===== config.mk =====
export PLATFORM = sky130hd
export DESIGN_NAME = bfp_rescale_unit
export DESIGN_NICKNAME = d
export VERILOG_FILES = /design/src/rtl/fft_rescale_pkg.sv /design/src/rtl/bfp_round_shift.sv /design/src/rtl/bfp_rescale_unit.sv
export SDC_FILE = /design/constraint.sdc
export NUM_CORES = 1
export LEC_CHECK = 0
export CAP_MARGIN = 20
export CORE_UTILIZATION = 65
export CTS_CLUSTER_DIAMETER = 50
export DETAILED_ROUTE_END_ITERATION = 12
export PLACE_DENSITY = 0.89
export SYNTH_ARGS = -nofsm -noshare
export SYNTH_HDL_FRONTEND = slang
export SYNTH_SLANG_ARGS = --single-unit

===== constraint.sdc =====
create_clock -name clk_i -period 21.4 [get_ports clk_i]
set_input_delay 3.21 -clock clk_i [delete_from_list [all_inputs] [get_ports clk_i]]
set_output_delay 3.21 -clock clk_i [all_outputs]
set_load 0.02 [all_outputs]

===== src/rtl/fft_rescale_pkg.sv =====
// fft_rescale_pkg: shared types, defaults and helpers for the block-floating-point rescaler.
package fft_rescale_pkg;
  typedef enum logic [1:0] {
    RM_TRUNC     = 2'b00,
    RM_HALF_UP   = 2'b01,
    RM_CONV      = 2'b10,
    RM_TRUNC_ALT = 2'b11
  } round_mode_e;
  localparam int DATA_W_DEF = 16;
  localparam int LANES_DEF = 1;
  // Callers sign-extend into 64 bits, so the most negative sample maps to its exact magnitude.
  function automatic logic [63:0] magnitude(input logic signed [63:0] x);
    return x[63] ? 64'(-x) : 64'(x);
  endfunction
endpackage


===== src/rtl/bfp_round_shift.sv =====
// bfp_round_shift: arithmetic right shift of one component with floor, half-up or half-even rounding.
module bfp_round_shift import fft_rescale_pkg::*; #(
  parameter int DATA_W = 16,
  parameter int SH_W = 2
) (
  input  logic [DATA_W-1:0] data_i,
  input  logic [SH_W-1:0]   shift_i,
  input  round_mode_e       mode_i,
  output logic [DATA_W-1:0] data_o
);
  localparam int W = DATA_W + 1;
  logic signed [W-1:0] xw, fl;
  logic [W-1:0] mask, rem, half;
  logic up;
  assign xw = {data_i[DATA_W-1], data_i};
  assign fl = xw >>> shift_i;
  assign mask = (W'(1) << shift_i) - W'(1);
  assign rem = xw & mask;
  // half is zero for a zero shift, which the shift_i guard below relies on
  assign half = mask - (mask >> 1);
  assign up = (shift_i != '0) &&
              (mode_i == RM_HALF_UP ? rem >= half :
               mode_i == RM_CONV && (rem > half || (rem == half && fl[0])));
  assign data_o = DATA_W'(fl + W'(up));
endmodule


===== src/rtl/bfp_rescale_unit.sv =====
// bfp_rescale_unit: streaming block-floating-point rescaler with per-frame shift and scale tracking.
module bfp_rescale_unit import fft_rescale_pkg::*; #(
  parameter int DATA_W = DATA_W_DEF,
  parameter int LANES = LANES_DEF,
  parameter int FRAME_LEN = 1024,
  parameter int MAX_SHIFT = 2,
  parameter int SCALE_W = 8,
  localparam int SH_W = $clog2(MAX_SHIFT + 1)
) (
  input  logic                    clk_i,
  input  logic                    reset_n_i,
  input  logic [LANES*DATA_W-1:0] data_real_i,
  input  logic [LANES*DATA_W-1:0] data_imag_i,
  input  logic                    data_valid_i,
  output logic                    data_ready_o,
  output logic [LANES*DATA_W-1:0] data_real_o,
  output logic [LANES*DATA_W-1:0] data_imag_o,
  output logic                    data_valid_o,
  output logic                    data_last_o,
  input  logic                    data_ready_i,
  input  logic                    rescale_mode_i,
  input  logic [1:0]              rounding_mode_i,
  input  logic [SH_W-1:0]         cfg_shift_i,
  input  logic [DATA_W-2:0]       rescale_threshold_i,
  input  logic                    scale_clear_i,
  output logic [SCALE_W-1:0]      scale_factor_o,
  output logic [SH_W-1:0]         frame_shift_o,
  output logic                    frame_done_o,
  output logic                    overflow_detected_o
);
  localparam int FRAME_BEATS = FRAME_LEN / LANES;
  localparam int CNT_W = FRAME_BEATS > 1 ? $clog2(FRAME_BEATS) : 1;
  localparam int PW = DATA_W + MAX_SHIFT;
  logic en, last_beat, s1_valid, s1_first, s1_last, beat_ovf;
  logic [CNT_W-1:0] beat_cnt;
  logic [LANES*DATA_W-1:0] s1_real, s1_imag, rs_real, rs_imag;
  logic [DATA_W-1:0] peak_reg, beat_peak, frame_peak;
  logic [DATA_W-1:0] mag_in [2*LANES];
  logic [DATA_W-1:0] mag_out [2*LANES];
  logic [SH_W-1:0] pending_shift, peak_shift, static_shift, shift_nxt;
  logic [SCALE_W:0] scale_sum;
  round_mode_e rmode;
  assign en = !data_valid_o || data_ready_i;
  assign data_ready_o = en;
  assign frame_done_o = data_valid_o && data_ready_i && data_last_o;
  assign last_beat = beat_cnt == CNT_W'(FRAME_BEATS - 1);
  assign rmode = round_mode_e'(rounding_mode_i);
  for (genvar l = 0; l < LANES; l++) begin : g_lane
    logic signed [DATA_W-1:0] ir, ii, orr, oi;
    assign ir = s1_real[l*DATA_W +: DATA_W];
    assign ii = s1_imag[l*DATA_W +: DATA_W];
    assign mag_in[2*l] = DATA_W'(magnitude(64'(ir)));
    assign mag_in[2*l+1] = DATA_W'(magnitude(64'(ii)));
    bfp_round_shift #(.DATA_W(DATA_W), .SH_W(SH_W)) u_rs_real (
      .data_i(ir), .shift_i(shift_nxt), .mode_i(rmode), .data_o(orr));
    bfp_round_shift #(.DATA_W(DATA_W), .SH_W(SH_W)) u_rs_imag (
      .data_i(ii), .shift_i(shift_nxt), .mode_i(rmode), .data_o(oi));
    assign rs_real[l*DATA_W +: DATA_W] = orr;
    assign rs_imag[l*DATA_W +: DATA_W] = oi;
    assign mag_out[2*l] = DATA_W'(magnitude(64'(orr)));
    assign mag_out[2*l+1] = DATA_W'(magnitude(64'(oi)));
  end
  always_comb begin
    beat_peak = '0;
    beat_ovf = 1'b0;
    for (int j = 0; j < 2*LANES; j++) begin
      beat_peak = mag_in[j] > beat_peak ? mag_in[j] : beat_peak;
      beat_ovf = beat_ovf | (mag_out[j] >= {1'b0, rescale_threshold_i});
    end
    frame_peak = beat_peak > peak_reg ? beat_peak : peak_reg;
    peak_shift = '0;
    for (int k = 0; k < MAX_SHIFT; k++)
      peak_shift = PW'(frame_peak) >= (PW'(rescale_threshold_i) << k) ? peak_shift + SH_W'(1) : peak_shift;
    static_shift = cfg_shift_i > SH_W'(MAX_SHIFT) ? SH_W'(MAX_SHIFT) : cfg_shift_i;
    // a frame's first beat picks up its shift on the same edge it enters S2, so no bubble is needed
    shift_nxt = s1_first ? (rescale_mode_i ? static_shift : pending_shift) : frame_shift_o;
    scale_sum = {1'b0, scale_factor_o} + (SCALE_W+1)'(shift_nxt);
  end
  always_ff @(posedge clk_i) begin
    if (!reset_n_i) begin
      beat_cnt <= '0;
      s1_valid <= 1'b0;
      s1_first <= 1'b0;
      s1_last <= 1'b0;
      s1_real <= '0;
      s1_imag <= '0;
      peak_reg <= '0;
      pending_shift <= '0;
      frame_shift_o <= '0;
      scale_factor_o <= '0;
      overflow_detected_o <= 1'b0;
      data_valid_o <= 1'b0;
      data_last_o <= 1'b0;
      data_real_o <= '0;
      data_imag_o <= '0;
    end else begin
      if (data_valid_i && en) beat_cnt <= last_beat ? '0 : beat_cnt + CNT_W'(1);
      if (en) begin
        s1_valid <= data_valid_i;
        s1_real <= data_real_i;
        s1_imag <= data_imag_i;
        s1_first <= beat_cnt == '0;
        s1_last <= last_beat;
        data_valid_o <= s1_valid;
        data_last_o <= s1_valid && s1_last;
        if (s1_valid) begin
          data_real_o <= rs_real;
          data_imag_o <= rs_imag;
          frame_shift_o <= shift_nxt;
          peak_reg <= s1_last ? '0 : frame_peak;
          if (s1_last) pending_shift <= peak_shift;
          if (s1_first) scale_factor_o <= scale_sum[SCALE_W] ? '1 : scale_sum[SCALE_W-1:0];
          if (beat_ovf) overflow_detected_o <= 1'b1;
        end
      end
      if (scale_clear_i) begin
        scale_factor_o <= '0;
        overflow_detected_o <= 1'b0;
        pending_shift <= '0;
      end
    end
  end
endmodule


==> results.py, run 1 <==
metrics = {
    "status": {
        "status": "complete, no violations",
    },
    "routing": {
        "viasPerCell": 6.51,
        "vias": 11600,
        "detail_route.wl_per_cell_um": 19.3,
        "dr.pass1.iters": 5,
        "drt-initial-drc-count": 1020,
        "final_antenna_net_count": 0,
        "drt-total-wl_mm": 34.3,
        "drc": 0,
    },
    "cts": {
        "clkSlewWorstSetupHoldPaths_ns": 0.08,
        "ctsResizeCount": 0,
        "cts.sinks": 108,
        "postCtsSetupRepairBufs": 0,
        "cts_buffers": 9,
        "cts.htree.levels": 3,
        "root_buffer": "clkbuf_16",
        "clock_path_buffers": 2,
        "insertion_delay_ns": 0.37,
        "tritoncts": "yes",
        "postCtsHoldBufs": 0,
    },
    "logic_synthesis": {
        "netlist-cell-type-count": 87,
        "yosys_warnings": 0,
        "synth_edf_count": 0,
        "synth_most_common_cell": "nand2_1",
        "synth-seq-cells": 108,
        "yosys_most_used_dff": "dfxtp_1",
        "synth_top_area_share_pct": 18.9,
        "synthesis.area_um2": 11400,
        "yosysSeqAreaShare_pct": 18.9,
        "synth_common_cells": "186 x nand2_1, 148 x ha_1, 130 x a21oi_1",
        "yosys-top-cells-area": "dfxtp_1 19%, ha_1 16%, nand2_1 6.1%",
        "yosysTopAreaCell": "dfxtp_1",
        "synthArstFlopShare_pct": 0,
        "avgSynthCellArea_um2": 7.56,
        "synthCells": 1511,
    },
    "power_and_ir_drop": {
        "ir_worst_vdd_uv": 60.6,
        "seqPwrFrac_pct": 23.7,
        "power_frac_comb_pct": 57.3,
        "switchingPower_uw": 442,
        "power_density_nw_per_um2": 77.8,
        "leakagePower_uw": 0.00535,
        "p_int_uw": 551,
        "clkPwrFrac_pct": 19.0,
        "power.switching_fraction_pct": 44.5,
    },
    "timing": {
        "finalSetupViolCount": 0,
        "drv_slew": 0,
        "fin_skew_ns": 0.00790,
        "whs_ns": 0.462,
        "final.min_clock_period_ns": 13.61,
        "max_freq_mhz": 73.5,
        "relSlewSlack_pct": 31.8,
        "period_share_pct": 63.6,
        "worst_slew_pin_slew_ns": 1.02,
        "setup_tns_ns": 0,
        "finalHoldViolCount": 0,
        "grt_setup_unrepaired": "no",
    },
    "floorplanning": {
        "rows": 48,
        "die_w_um": 135,
        "core_um2": 17200,
        "die_y_um": 135,
        "ios": 104,
        "die_area_um2": 18100,
        "start_util_pct": 66.3,
    },
    "worst_setup_path": {
        "cp-end-kind": "flop",
        "regToRegEndpoint": "overflow_detected_o",
        "cpMaxStageDelayCell": "nor2_2",
        "crit_type": "in -> reg",
        "startpoint_type": "primary input",
        "reg2reg_depth": 39,
        "crit_path_start": "rescale_mode_i",
        "required_ns": 21.63,
        "reg2reg_setup_slack_ns": 10.43,
        "cp_slowest_stage_delay_ns": 0.57,
        "crit_arrival_ns": 13.84,
        "cp_common_cell": "ha_1",
        "critPathCapture": "overflow_detected_o",
        "critPathMaxFanout": 53,
        "r2r_start": "s1_first",
    },
    "global_routing": {
        "grt_pass1_vias": 10900,
        "grt_first_pass_wirelength_mm": 54.1,
        "grt_remaining_overflow": 0,
        "antenna_found_initial": 1,
        "grt_max_degree": 58,
        "track_usage_pct": 38.0,
    },
    "job": {
        "drv_cap": 0,
    },
    "layout": {
        "syn_to_final_growth_pct": 11.7,
        "diodes": 0,
        "fin_area_um2": 12800,
        "layout-drive-gt1-share_pct": 4.76,
        "utilization_pct": 74.0,
        "fin_nets": 1755,
        "stdcell_count": 1779,
    },
    "placed_design": {
        "dpl_cell_area_um2": 12400,
        "dp_cells": 1762,
        "dpl.hpwl_mm": 26.5,
        "gp_congestion": 1.00,
        "io_buffers": 103,
    },
    "min_path": {
        "hold_path.class": "reg -> reg",
    },
}
per-layer routing:
metal  part of all wire [%]  GRT usage [%]
met5                      0              0
met4                    3.7           17.9
met3                    7.8           7.17
met2                     47           64.9
met1                     41           45.9
cell families after synthesis:
kind of cell	count (synthesis)	share of synthesized area, %
multiplexers	41	3.85
adder cells (fa/ha/maj)	149	16.4
flip-flops	108	18.9
XOR/XNOR	92	7.06
AO/OA/AOI/OAI	421	25.4
other	2	0.0658
buffers and inverters	175	6.30
AND/OR/NAND/NOR	523	22.0
per-stage QoR:
stage / total power (µW) / setup WS, ns
3_5_place_dp: 792 / 7.79
6_report: 993 / 7.79
4_1_cts: 981 / 8.11
3_3_place_gp: 773 / 8.24
2_1_floorplan: 652 / 10.36
5_1_grt: 1060 / 7.01
worst min-delay path by stage:
stage | from | to | cells past startpoint
after detailed placement | peak_reg[15] | peak_reg[15] | 2
final | peak_reg[15] | peak_reg[15] | 2
after CTS | peak_reg[15] | peak_reg[15] | 2
after floorplan | pending_shift[1] | pending_shift[1] | 2
after global routing | data_imag_o[1] | data_imag_o[1] | 2
after global placement | peak_reg[1] | peak_reg[1] | 2
worst max-delay path, delay by kind of cell:
kind | cells | cell delay (ns)
multiplexers | 2 | 0.43
AND/OR/NAND/NOR | 9 | 2.52
XOR/XNOR | 1 | 0.14
AO/OA/AOI/OAI | 16 | 3.70
buffers and inverters | 7 | 2.23
adder cells (fa/ha/maj) | 5 | 1.57
power groups by stage:
stage	Combinational (µW)	Sequential [µW]	Clock, µW
finish	569	236	188
global route	628	236	198
CTS	557	234	189
detailed placement	553	239	0
global placement	535	238	0
floorplan	420	232	0
cell type report:
cell class                      count  area [µm²]
Clock buffer                        9         225
Tap cell                          225         282
Fill cell                        1390        4480
Sequential cell                   108        2160
Inverter                           83         314
Clock inverter                      7         108
Timing Repair Buffer              113        1110
Multi-Input combinational cell   1234        8560
layout by cell type, fill, tap and decap left out, types with 10 or more instances in the layout:
master / instances
nand2_1: 186
ha_1: 148
a21oi_1: 130
nor2_1: 116
dfxtp_1: 108
clkdlybuf4s50_1: 103
inv_1: 79
xor2_1: 49
o21ai_0: 45
xnor2_1: 43
nand3_1: 40
a21o_1: 38
a211oi_1: 38
o21a_1: 35
nor3_1: 31
nand4_1: 29
o211ai_1: 26
mux2i_1: 23
and3_1: 20
nor2b_1: 17
mux2_2: 16
nand2b_1: 15
and2_1: 13
o311a_1: 13
o31ai_1: 11
buf_4: 10
Note: power is estimated with default switching activity, not from simulation.
==> run 2, diff against run 1 <==
Settings changed: CORE_UTILIZATION 65 to 54, PLACE_DENSITY 0.89 to 0.79.
Clock period 21.4 ns to 11.74 ns, I/O delays scaled along.
==> run 2 against run 1 <==
Setup slack got worse by 6.6 ns. Global-route usage decreased by 5.9 points. First-iteration DRC count is 15% lower. Count of clock-buffer cells in the layout increased by 1. Sequential power increased by 82%. Routed wire length increased by 2.1%. Clock power rose by 65%. Combinational power grew 81%. Register-to-register slack got worse by 8.5 ns. Flip-flop and latch count did not move. Die area increased by 20%. Non-clock buffer count is 5 higher. Critical path type unchanged. Critical endpoint unchanged. Largest cell class unchanged. Highest routed layer unchanged.
==> results.py, run 2 (synthesis gave the netlist of run 1 again) <==
metrics = {
    "worst_setup_path": {
        "startpoint_type": "primary input",
        "r2r_start": "s1_first",
        "cp_common_cell": "ha_1",
        "required_ns": 11.98,
        "cpMaxStageDelayCell": "clkdlybuf4s50_1",
        "crit_type": "in -> reg",
        "crit_arrival_ns": 10.81,
        "regToRegEndpoint": "overflow_detected_o",
        "critPathMaxFanout": 12,
        "reg2reg_depth": 40,
        "reg2reg_setup_slack_ns": 1.92,
        "cp-end-kind": "flop",
        "cp_slowest_stage_delay_ns": 0.56,
        "crit_path_start": "rescale_mode_i",
    },
    "layout": {
        "syn_to_final_growth_pct": 12.2,
        "stdcell_count": 1829,
        "layout-drive-gt1-share_pct": 5.00,
        "fin_nets": 1760,
        "final_common_cell": "nand2_1",
        "final_cell_mix": "186 x nand2_1, 148 x ha_1, 130 x a21oi_1",
        "fillerInstances": 1884,
        "diodes": 0,
        "fin_area_um2": 12800,
    },
    "floorplanning": {
        "ios": 104,
        "die_area_um2": 21700,
        "rows": 52,
        "die_w_um": 147,
        "die_y_um": 147,
        "start_util_pct": 55.7,
        "core_um2": 20500,
    },
    "cts": {
        "postCtsSetupRepairBufs": 0,
        "clock_path_buffers": 2,
        "ctsResizeCount": 0,
        "clkSlewWorstSetupHoldPaths_ns": 0.08,
        "cts_buffers": 9,
        "postCtsHoldBufs": 0,
        "root_buffer": "clkbuf_16",
        "tritoncts": "yes",
        "cts.htree.levels": 3,
        "insertion_delay_ns": 0.38,
        "cts.sinks": 108,
    },
    "placed_design": {
        "io_buffers": 103,
        "dpl_cell_area_um2": 12500,
        "gp_congestion": 1.01,
        "place_ws_ns": 0.946,
        "dpl.hpwl_mm": 27.4,
        "dp_cells": 1813,
    },
    "job": {
        "drv_cap": 0,
    },
    "routing": {
        "drc": 0,
        "vias": 11400,
        "final_antenna_net_count": 0,
        "drt-initial-drc-count": 866,
        "dr.pass1.iters": 6,
        "drt-total-wl_mm": 35.0,
        "detail_route.wl_per_cell_um": 19.1,
        "viasPerCell": 6.24,
    },
    "global_routing": {
        "grt_remaining_overflow": 0,
        "grt_max_degree": 59,
        "track_usage_pct": 32.1,
        "grt_first_pass_wirelength_mm": 55.1,
        "antenna_found_initial": 0,
        "grt_pass1_vias": 10700,
    },
    "timing": {
        "finalHoldViolCount": 0,
        "drv_slew": 0,
        "timing.final.ws_setup_ns": 1.17,
        "setup_tns_ns": 0,
        "max_freq_mhz": 94.6,
        "finalSetupViolCount": 0,
        "worst_slew_pin_slew_ns": 1.05,
        "relSlewSlack_pct": 29.5,
        "fin_skew_ns": 0.0254,
        "final.min_clock_period_ns": 10.57,
        "period_share_pct": 90.0,
        "grt_setup_unrepaired": "no",
    },
    "min_path": {
        "hold_path.class": "reg -> reg",
        "hold_start": "peak_reg[15]",
        "hold_depth": 2,
        "min_to": "peak_reg[15]",
    },
    "power_and_ir_drop": {
        "power_uw": 1770,
        "ir_worst_vdd_uv": 91.6,
        "leakagePower_uw": 0.00535,
        "power_density_nw_per_um2": 138,
    },
    "status": {
        "status": "complete, no violations",
    },
}
==> run 2: changes by cell type in the layout (fill, tap and decap cells not counted), sizes merged <==
| cell | change |
|---|---|
| clkinv | +1 |
| clkinvlp | +1 |
| bufinv | -1 |
| inv | -2 |
| buf | +5 |
| clkbuf | +1 |
==> run 2: worst max path at each step <==
stage | end | depth (start not counted) | slack (ns)
after global placement | overflow_detected_o | 41 | 1.21
after CTS | overflow_detected_o | 41 | 1.32
final | overflow_detected_o | 41 | 1.17
after detailed placement | overflow_detected_o | 41 | 0.95
after global routing | overflow_detected_o | 41 | 0.41
after floorplan | overflow_detected_o | 43 | 2.15
==> run 2: metrics by stage <==
step | hold slack (ns) | utilization [%]
after CTS | 0.460 | 62.5
after floorplan | 0.436 | -
after global placement | 0.448 | 61.1
final | 0.461 | 62.5
after global routing | 0.489 | 62.5
after detailed placement | 0.449 | 61.1
==> run 2: cell type report <==
class	count	area [µm²]	share of cell area (%)
multi-input cells	1234	8560	66.9
flip-flops and latches	108	2160	16.9
repair buffers	118	1140	8.93
well taps	270	338	2.64
inverters	83	314	2.45
clock buffers	10	229	1.79
clock inverters	6	56.3	0.440
==> run 2: critical path, delay by kind of cell <==
family | cells | cell delay, ns
fa+ha+maj | 5 | 1.41
xor+xnor | 1 | 0.13
mux | 2 | 0.49
buf+inv | 8 | 1.61
compound gates | 16 | 3.50
simple gates | 9 | 1.90
==> run 2: power breakdown <==
group / internal (µW) / switching (µW) / leakage (µW)
clock network: 149 / 161 / 0.000137
logic: 440 / 591 / 0.00433
registers: 390 / 39.6 / 0.000886
==> run 2: metal layers <==
layer	share of wire, %	up-vias	wire, µm	GRT usage, %
met5	0	-	0	0
met4	3.4	0	1200	12.5
met3	7.8	107	2730	5.80
met2	46	463	16100	53.7
met1	43	5322	14900	40.9
li1	-	5529	-	-
==> run 3, diff against run 2 <==
Settings changed: HOLD_SLACK_MARGIN from default to 0.03.
==> results of run 3 <==
Same layout as run 2: the final DEF is identical, and so are final timing and power.
